**src/rtl/dp_fifos_rst_responder_if.sv**
```systemverilog
// dp_fifos_rst_responder_if
//
// Purpose: groups the FIFO data-path handshake of dp_fifos_rst_responder
// into one bundle. The reset-handshake signals (fifo_rst_i and the busy/error
// flags) and clk/rst stay as plain ports on the FIFO itself.
//
// Signals:
//   wr_en_i, din_i        write strobe and write data
//   rd_en_i               read strobe
//   dout_o, valid_o       registered read data and its one-cycle valid pulse
//   full_o, empty_o       occupancy flags, also high while the side is busy
//   data_count_o          number of stored words
//   overflow_o            one-cycle pulse for a rejected write
//   underflow_o           one-cycle pulse for a rejected read
//
// Modports: master drives the strobes/data, slave is the FIFO.

interface dp_fifos_rst_responder_if #(
    parameter int DataWidth = 32,
    parameter int Depth     = 16
) ();

    localparam int CountWidth = $clog2(Depth) + 1;

    logic                  wr_en_i;
    logic [DataWidth-1:0]  din_i;
    logic                  rd_en_i;
    logic [DataWidth-1:0]  dout_o;
    logic                  valid_o;
    logic                  full_o;
    logic                  empty_o;
    logic [CountWidth-1:0] data_count_o;
    logic                  overflow_o;
    logic                  underflow_o;

    modport master (
        output wr_en_i, din_i, rd_en_i,
        input  dout_o, valid_o, full_o, empty_o, data_count_o,
               overflow_o, underflow_o
    );

    modport slave (
        input  wr_en_i, din_i, rd_en_i,
        output dout_o, valid_o, full_o, empty_o, data_count_o,
               overflow_o, underflow_o
    );

endinterface

```
**src/rtl/dp_fifos_rst_responder.sv**
```systemverilog
// dp_fifos_rst_responder
//
// Purpose: single-clock FIFO acting as the responder end of the FIFO reset
// handshake. A level request on fifo_rst_i flushes the FIFO; after it falls,
// wr_rst_busy_o releases BusyCycles+1 cycles later and rd_rst_busy_o one
// cycle after that. Accesses are blocked while the matching side is busy.
//
// Ports:
//   clk_i, rst_i          clock, synchronous active-high reset
//   fifo_rst_i            FIFO reset request (level)
//   bus                   data-path handshake (dp_fifos_rst_responder_if.slave)
//   wr_rst_busy_o         write side in reset
//   rd_rst_busy_o         read side in reset
//   seeerr_sig_o          illegal state encoding detected
//   rst_short_err_o       sticky: fifo_rst_i pulse shorter than MinRstCycles
//
// Optional feature: define DP_FIFOS_RST_PULSE_CHECK_EN to build the
// fifo_rst_i pulse-width checker; otherwise rst_short_err_o is tied low.

module dp_fifos_rst_responder #(
    parameter int DataWidth     = 32,
    parameter int Depth         = 16,
    parameter int BusyCycles    = 4,
    parameter int MinRstCycles  = 3,
    parameter int StateBitWidth = 3
) (
    input  logic                     clk_i,
    input  logic                     rst_i,
    input  logic                     fifo_rst_i,
    dp_fifos_rst_responder_if.slave  bus,
    output logic                     wr_rst_busy_o,
    output logic                     rd_rst_busy_o,
    output logic                     seeerr_sig_o,
    output logic                     rst_short_err_o
);

    localparam int PtrWidth     = $clog2(Depth);
    localparam int CountWidth   = PtrWidth + 1;
    localparam int BusyCntWidth = (BusyCycles > 1) ? $clog2(BusyCycles) : 1;

    typedef enum logic [StateBitWidth-1:0] {
        INIT       = 0,
        RST_ACTIVE = 1,
        BUSY_HOLD  = 2,
        RD_TAIL    = 3,
        READY      = 4,
        ERROR      = 5
    } state_e;

    // Kept as a plain vector so encodings 6 and 7 are representable and can
    // be caught as single-event upsets.
    logic [StateBitWidth-1:0] state_q, state_d;
    logic [BusyCntWidth-1:0]  busy_cnt_q, busy_cnt_d;
    logic [PtrWidth-1:0]      wr_ptr_q, wr_ptr_d;
    logic [PtrWidth-1:0]      rd_ptr_q, rd_ptr_d;
    logic [CountWidth-1:0]    count_q, count_d;
    logic [DataWidth-1:0]     dout_q, dout_d;
    logic                     valid_q, valid_d;
    logic                     overflow_q, overflow_d;
    logic                     underflow_q, underflow_d;
    logic [DataWidth-1:0]     mem_q [Depth];

    logic wr_busy, rd_busy, full, empty;
    logic wr_accept, rd_accept, flush;

    // Moore decode of the busy flags straight from the state register.
    assign wr_busy = !((state_q == RD_TAIL) || (state_q == READY));
    assign rd_busy = (state_q != READY);
    assign full    = wr_busy || (count_q == CountWidth'(Depth));
    assign empty   = rd_busy || (count_q == '0);

    assign wr_accept = bus.wr_en_i && !full  && !fifo_rst_i;
    assign rd_accept = bus.rd_en_i && !empty && !fifo_rst_i;

    // ERROR and the illegal encodings above it discard contents too.
    assign flush = fifo_rst_i || (state_q == RST_ACTIVE) || (state_q > READY);

    // Reset-handshake sequencing; a new request from any settled or
    // releasing state restarts the whole sequence.
    always_comb begin
        state_d    = state_q;
        busy_cnt_d = busy_cnt_q;
        case (state_q)
            INIT: begin
                state_d    = BUSY_HOLD;
                busy_cnt_d = '0;
            end
            RST_ACTIVE: begin
                if (!fifo_rst_i) begin
                    state_d    = BUSY_HOLD;
                    busy_cnt_d = '0;
                end
            end
            BUSY_HOLD: begin
                if (busy_cnt_q == BusyCntWidth'(BusyCycles - 1)) begin
                    state_d = RD_TAIL;
                end else begin
                    busy_cnt_d = busy_cnt_q + BusyCntWidth'(1);
                end
            end
            RD_TAIL: state_d = READY;
            READY:   state_d = READY;
            ERROR:   state_d = INIT;
            default: state_d = ERROR;
        endcase
        if (fifo_rst_i && ((state_q == INIT) || (state_q == BUSY_HOLD) ||
                           (state_q == RD_TAIL) || (state_q == READY))) begin
            state_d = RST_ACTIVE;
        end
    end

    // Pointer, occupancy and read-port update. Rejection pulses are
    // suppressed while a reset request is present.
    always_comb begin
        wr_ptr_d    = wr_ptr_q;
        rd_ptr_d    = rd_ptr_q;
        count_d     = count_q;
        dout_d      = dout_q;
        valid_d     = rd_accept;
        overflow_d  = bus.wr_en_i && !wr_accept && !fifo_rst_i;
        underflow_d = bus.rd_en_i && !rd_accept && !fifo_rst_i;
        if (rd_accept) begin
            dout_d = mem_q[rd_ptr_q];
        end
        if (flush) begin
            wr_ptr_d = '0;
            rd_ptr_d = '0;
            count_d  = '0;
        end else begin
            if (wr_accept) wr_ptr_d = wr_ptr_q + PtrWidth'(1);
            if (rd_accept) rd_ptr_d = rd_ptr_q + PtrWidth'(1);
            case ({wr_accept, rd_accept})
                2'b10:   count_d = count_q + CountWidth'(1);
                2'b01:   count_d = count_q - CountWidth'(1);
                default: count_d = count_q;
            endcase
        end
    end

    always_ff @(posedge clk_i) begin
        if (rst_i) begin
            state_q     <= INIT;
            busy_cnt_q  <= '0;
            wr_ptr_q    <= '0;
            rd_ptr_q    <= '0;
            count_q     <= '0;
            dout_q      <= '0;
            valid_q     <= 1'b0;
            overflow_q  <= 1'b0;
            underflow_q <= 1'b0;
        end else begin
            state_q     <= state_d;
            busy_cnt_q  <= busy_cnt_d;
            wr_ptr_q    <= wr_ptr_d;
            rd_ptr_q    <= rd_ptr_d;
            count_q     <= count_d;
            dout_q      <= dout_d;
            valid_q     <= valid_d;
            overflow_q  <= overflow_d;
            underflow_q <= underflow_d;
        end
    end

    // Storage needs no reset; occupancy is tracked by the pointers.
    always_ff @(posedge clk_i) begin
        if (wr_accept) begin
            mem_q[wr_ptr_q] <= bus.din_i;
        end
    end

    assign bus.dout_o       = dout_q;
    assign bus.valid_o      = valid_q;
    assign bus.full_o       = full;
    assign bus.empty_o      = empty;
    assign bus.data_count_o = count_q;
    assign bus.overflow_o   = overflow_q;
    assign bus.underflow_o  = underflow_q;
    assign wr_rst_busy_o    = wr_busy;
    assign rd_rst_busy_o    = rd_busy;
    assign seeerr_sig_o     = (state_q == ERROR);

`ifdef DP_FIFOS_RST_PULSE_CHECK_EN
    localparam int RstLenWidth = $clog2(MinRstCycles + 1);

    logic [RstLenWidth-1:0] rst_len_q, rst_len_d;
    logic                   rst_short_err_q, rst_short_err_d;

    // Saturating high-time counter; judged on the first low sample.
    always_comb begin
        rst_len_d       = rst_len_q;
        rst_short_err_d = rst_short_err_q;
        if (fifo_rst_i) begin
            if (rst_len_q != RstLenWidth'(MinRstCycles)) begin
                rst_len_d = rst_len_q + RstLenWidth'(1);
            end
        end else begin
            rst_len_d = '0;
            if ((rst_len_q != '0) && (rst_len_q < RstLenWidth'(MinRstCycles))) begin
                rst_short_err_d = 1'b1;
            end
        end
    end

    always_ff @(posedge clk_i) begin
        if (rst_i) begin
            rst_len_q       <= '0;
            rst_short_err_q <= 1'b0;
        end else begin
            rst_len_q       <= rst_len_d;
            rst_short_err_q <= rst_short_err_d;
        end
    end

    assign rst_short_err_o = rst_short_err_q;
`else
    // Only the pulse checker needs MinRstCycles.
    logic unused_min_rst_cycles;
    assign unused_min_rst_cycles = (MinRstCycles > 0);
    assign rst_short_err_o       = 1'b0;
`endif

endmodule

```
**src/flat_wrapper.sv**
```systemverilog
// flat-port wrapper written by rule: the top's interface ports become plain ports
module dp_fifos_rst_responder_flat 
#(
    parameter int DataWidth     = 32,
    parameter int Depth         = 16,
    parameter int BusyCycles    = 4,
    parameter int MinRstCycles  = 3,
    parameter int StateBitWidth = 3
)
  (clk_i, rst_i, fifo_rst_i, wr_rst_busy_o, rd_rst_busy_o, seeerr_sig_o, rst_short_err_o, bus_wr_en_i, bus_din_i, bus_rd_en_i, bus_dout_o, bus_valid_o, bus_full_o, bus_empty_o, bus_data_count_o, bus_overflow_o, bus_underflow_o);
  dp_fifos_rst_responder_if #(.DataWidth(DataWidth), .Depth(Depth)) bus_i ();
  input  logic clk_i;
  input  logic rst_i;
  input  logic fifo_rst_i;
  output logic wr_rst_busy_o;
  output logic rd_rst_busy_o;
  output logic seeerr_sig_o;
  output logic rst_short_err_o;
  input wire logic [$bits(bus_i.wr_en_i)-1:0] bus_wr_en_i;
  input wire logic [$bits(bus_i.din_i)-1:0] bus_din_i;
  input wire logic [$bits(bus_i.rd_en_i)-1:0] bus_rd_en_i;
  output wire logic [$bits(bus_i.dout_o)-1:0] bus_dout_o;
  output wire logic [$bits(bus_i.valid_o)-1:0] bus_valid_o;
  output wire logic [$bits(bus_i.full_o)-1:0] bus_full_o;
  output wire logic [$bits(bus_i.empty_o)-1:0] bus_empty_o;
  output wire logic [$bits(bus_i.data_count_o)-1:0] bus_data_count_o;
  output wire logic [$bits(bus_i.overflow_o)-1:0] bus_overflow_o;
  output wire logic [$bits(bus_i.underflow_o)-1:0] bus_underflow_o;
  assign bus_i.wr_en_i = bus_wr_en_i;
  assign bus_i.din_i = bus_din_i;
  assign bus_i.rd_en_i = bus_rd_en_i;
  assign bus_dout_o = bus_i.dout_o;
  assign bus_valid_o = bus_i.valid_o;
  assign bus_full_o = bus_i.full_o;
  assign bus_empty_o = bus_i.empty_o;
  assign bus_data_count_o = bus_i.data_count_o;
  assign bus_overflow_o = bus_i.overflow_o;
  assign bus_underflow_o = bus_i.underflow_o;
  dp_fifos_rst_responder #(.DataWidth(DataWidth), .Depth(Depth), .BusyCycles(BusyCycles), .MinRstCycles(MinRstCycles), .StateBitWidth(StateBitWidth)) u_core (.clk_i(clk_i), .rst_i(rst_i), .fifo_rst_i(fifo_rst_i), .bus(bus_i), .wr_rst_busy_o(wr_rst_busy_o), .rd_rst_busy_o(rd_rst_busy_o), .seeerr_sig_o(seeerr_sig_o), .rst_short_err_o(rst_short_err_o));
endmodule
```
**config.mk**
```make
export PLATFORM = sky130hd
export DESIGN_NAME = dp_fifos_rst_responder_flat
export DESIGN_NICKNAME = d
export VERILOG_FILES = /design/src/rtl/dp_fifos_rst_responder_if.sv /design/src/rtl/dp_fifos_rst_responder.sv /design/src/flat_wrapper.sv
export SDC_FILE = /design/constraint.sdc
export NUM_CORES = 1
export LEC_CHECK = 0
export BUFFER_PORTS_ARGS = -buffer_cell sky130_fd_sc_hd__buf_2
export CAP_MARGIN = 5
export CORE_MARGIN = 8
export CORE_UTILIZATION = 58
export CTS_BUF_LIST = sky130_fd_sc_hd__clkbuf_2
export DETAILED_ROUTE_END_ITERATION = 7
export PLACE_DENSITY = 0.84
export REMOVE_ABC_BUFFERS = 1
export SKIP_LAST_GASP = 1
export SLEW_MARGIN = 20
export SYNTH_ARGS = -nofsm -noshare
export SYNTH_HDL_FRONTEND = slang
export SYNTH_SLANG_ARGS = --single-unit
```
**constraint.sdc**
```tcl
create_clock -name clk_i -period 4.15 [get_ports clk_i]
set_input_delay 0.415 -clock clk_i [delete_from_list [all_inputs] [get_ports clk_i]]
set_output_delay 0.415 -clock clk_i [all_outputs]
set_load 0.1 [all_outputs]
```
==> flow_metrics.env <==
export IMPL_run_status="completed"
export IMPL_vias_in_the_first_global_route=11780
export IMPL_core_area_mm2=0.03661
export IMPL_cts_hold_buffers_added=37
export IMPL_nets=1279
export IMPL_fin_ws_ns=0.9062
export IMPL_grt_pass1_wl_um=69810
export IMPL_report_final_slew_viol_count=0
export IMPL_worst_max_slew_pin_slew_ns=0.8718
export IMPL_leakage_nw=8.041
export IMPL_core_rowCount=70
export IMPL_maxCapViolCount=0
export IMPL_critPathMaxFanout=6
export IMPL_synth_warnings=0
export IMPL_worstHoldPathCells=3
export IMPL_postSynthRegisterBits=565
export IMPL_cts_resized=0
export IMPL_first_pass_iters=5
export IMPL_syn2layout_area_growth_pct=13.73
export IMPL_synth_async_sr_flop_share=0
export IMPL_cts_sinks=565
export IMPL_detailed_place_hpwl_um=24970
export IMPL_synth_seq_area_share=0.7636
export IMPL_syn_cell_area_mm2=0.02152
export IMPL_timing_hold_ws_ns=0.2729
export IMPL_drtIter0Drc=1158
export IMPL_setup_violations_final=0
export IMPL_initial_core_util=0.5879
export IMPL_rsz0062_at_grt="false"
export IMPL_post_route_drc_count=0
export IMPL_number_of_enable_flip_flop_cells_after_synthesis=512
export IMPL_crit_required_ns=3.73
export IMPL_floorplan_die_height_um=208.6
export IMPL_postPlaceCellArea_mm2=0.02274
export IMPL_routed_wl_um=46170
export IMPL_netlist_top_cells_count="512 x edfxtp_1, 128 x mux4_2, 59 x nor2_1"
export IMPL_clockBufferDepth=3
export IMPL_tritoncts_num_buffers=133
export IMPL_ctsHtreeMaxLevel=4
export IMPL_max_vdd_ir_drop_mv=0.2011
export IMPL_power_per_cell_area_mw_per_mm2=416.6
export IMPL_tritoncts="built"
export IMPL_post_cts_setup_buffers=0
export IMPL_floorplan_die_area_mm2=0.04353
export IMPL_place_port_buffers=81
export IMPL_max_freq_ghz=0.3083
export IMPL_route_detailed_wl_per_inst_um=25.59
export IMPL_clkSlewWorstSetupHoldPaths_ns=0.10
export IMPL_final_layout_size_suffix_gt1_frac=0.3813
export IMPL_worstSetupEndpointType="primary output"
export IMPL_antenna_left=0
export IMPL_r2r_worst_path_cells=6
export IMPL_netlist_area_leader_share=0.7143
export IMPL_postSynth_topFlopCell="edfxtp_1"
export IMPL_post_synth_top_area_cell="edfxtp_1"
export IMPL_crit_path_cell_trace="or4_1 > o21ai_2 > buf_2"
export IMPL_worst_setup_path_start_kind="register"
export IMPL_period_minus_slack_ns=3.244
export IMPL_cts_root_buf="clkbuf_2"
export IMPL_crit_path_top_delay_cell="or4_1"
export IMPL_grt_overflow_total=0
export IMPL_ys_types=48
export IMPL_synthTopCellsByArea="edfxtp_1 71%, mux4_2 13%, dfxtp_1 4.9%"
export IMPL_final_min_period_over_clock_period=0.7816
export IMPL_slew_headroom=0.4174
export IMPL_globalRouteTotalUtil=0.2134
export IMPL_detailroute_via_count=11030
export IMPL_criticalPathCategory="register to primary output"
export IMPL_syn_area_per_cell_um2=21.44
export IMPL_final_hold_viol_count=0
export IMPL_min_delay_path_class="primary input to register"
export IMPL_die_w_um=208.6
export IMPL_fin_tns_setup_ns=0
export IMPL_synthMostInstantiatedCell="edfxtp_1"
export IMPL_number_of_ports_placed_on_the_die_boundary=83
export IMPL_globalplace_congestion=0.7768
export IMPL_total_power_mw=10.20
export IMPL_cp_data_arrival_time_ns=2.83
export IMPL_number_of_antenna_violations_at_the_first_check_in_global_routing=1
export IMPL_syn_instance_count=1004
export IMPL_clock_skew_final_ns=0.05456
export IMPL_grt_start_max_net_pins=77
export IMPL_finish_instance_area_mm2=0.02448
export IMPL_max_stage_delay_ns=0.68
export IMPL_route_detailed_vias_per_inst=6.114
export IMPL_worstSkewPairLatency_ns=1.05
export IMPL_place_worst_setup_slack_ns=1.005
[cell usage in the layout, fill, tap and decap left out, types with 11 or more instances in the layout]
cell,netlist,final
dfxtp_1,53,50
nor2_1,59,47
buf_2,20,81
mux4_2,128,128
edfxtp_1,512,512
a21oi_1,11,11
mux2i_1,38,38
clkbuf_2,0,193
clkinv_1,0,30
buf_4,1,21
nor2_4,0,12
mux2_2,32,32
a221o_1,32,32
dlygate4sd3_1,0,37
[flip-flops by register name, summed over array words and instances (netlist names), named ones only]
signal / cells
u_core.mem_q: 512
u_core.bus.dout_o: 32
u_core.bus.data_count_o: 5
u_core.rd_ptr_q: 4
u_core.wr_ptr_q: 4
u_core.busy_cnt_q: 2
u_core.state_q: 2
u_core.bus.overflow_o: 1
u_core.bus.underflow_o: 1
u_core.bus.valid_o: 1
[per-layer routing]
| metal | share of wire | up-vias | GRT usage | wire, um |
|---|---|---|---|---|
| met2 | 0.49 | 609 | 0.3463 | 22800 |
| met4 | 0.023 | 0 | 0.08384 | 1070 |
| met3 | 0.090 | 80 | 0.05418 | 4172 |
| met5 | 0 | - | 0 | 0 |
| li1 | - | 4703 | - | - |
| met1 | 0.39 | 5637 | 0.2769 | 18130 |
[worst max-delay path, delay by kind of cell (launching register included)]
kind	cells	cell delay, ns
AOI/OAI and AO/OA	1	0.26
and+or+nand+nor	1	0.68
DFF	1	0.39
buffers and inverters	1	0.47
[worst paths after layout]
kind                                    from                   end  slack [ns]
setup / recovery  u_core.bus.data_count_o[0]           bus_empty_o        0.91
hold reg to reg         u_core.bus.dout_o[0]  u_core.bus.dout_o[0]        0.49
setup reg to reg                    register  u_core.mem_q[12][22]        0.91
hold / removal                         rst_i     u_core.state_q[0]        0.27
[cell type report]
class / count / area [um^2]
Timing Repair Buffer: 148 / 1121
Clock inverter: 46 / 374.1
Multi-Input combinational cell: 377 / 4960
Antenna cell: 1 / 2.502
Inverter: 6 / 22.52
Tap cell: 468 / 585.6
Fill cell: 2224 / 12130
Sequential cell: 565 / 16450
Clock buffer: 193 / 965.9
[kinds of logic after synthesis]
family	after synthesis	synth area share
mux	198	0.1684
fa+ha+maj	11	0.006743
buf+inv	62	0.01215
simple gates	101	0.02197
compound gates	61	0.02494
other cells	1	0.0001742
flops	565	0.7636
xor+xnor	5	0.002035
[metrics by stage]
step,util,std cells
2_1_floorplan,-,948
3_3_place_gp,0.6211,1526
3_5_place_dp,0.6211,1526
4_1_cts,0.6678,1802
5_1_grt,0.6686,1804
6_report,0.6686,1804
[power breakdown]
part           leakage (nW)  switching, mW  total (mW)  internal [mW]
logic                  2.04          0.123       0.176         0.0530
clock network         0.969           2.14        3.82           1.69
registers              5.03        0.00634        6.20           6.19
(Power assumes the default switching activity.)
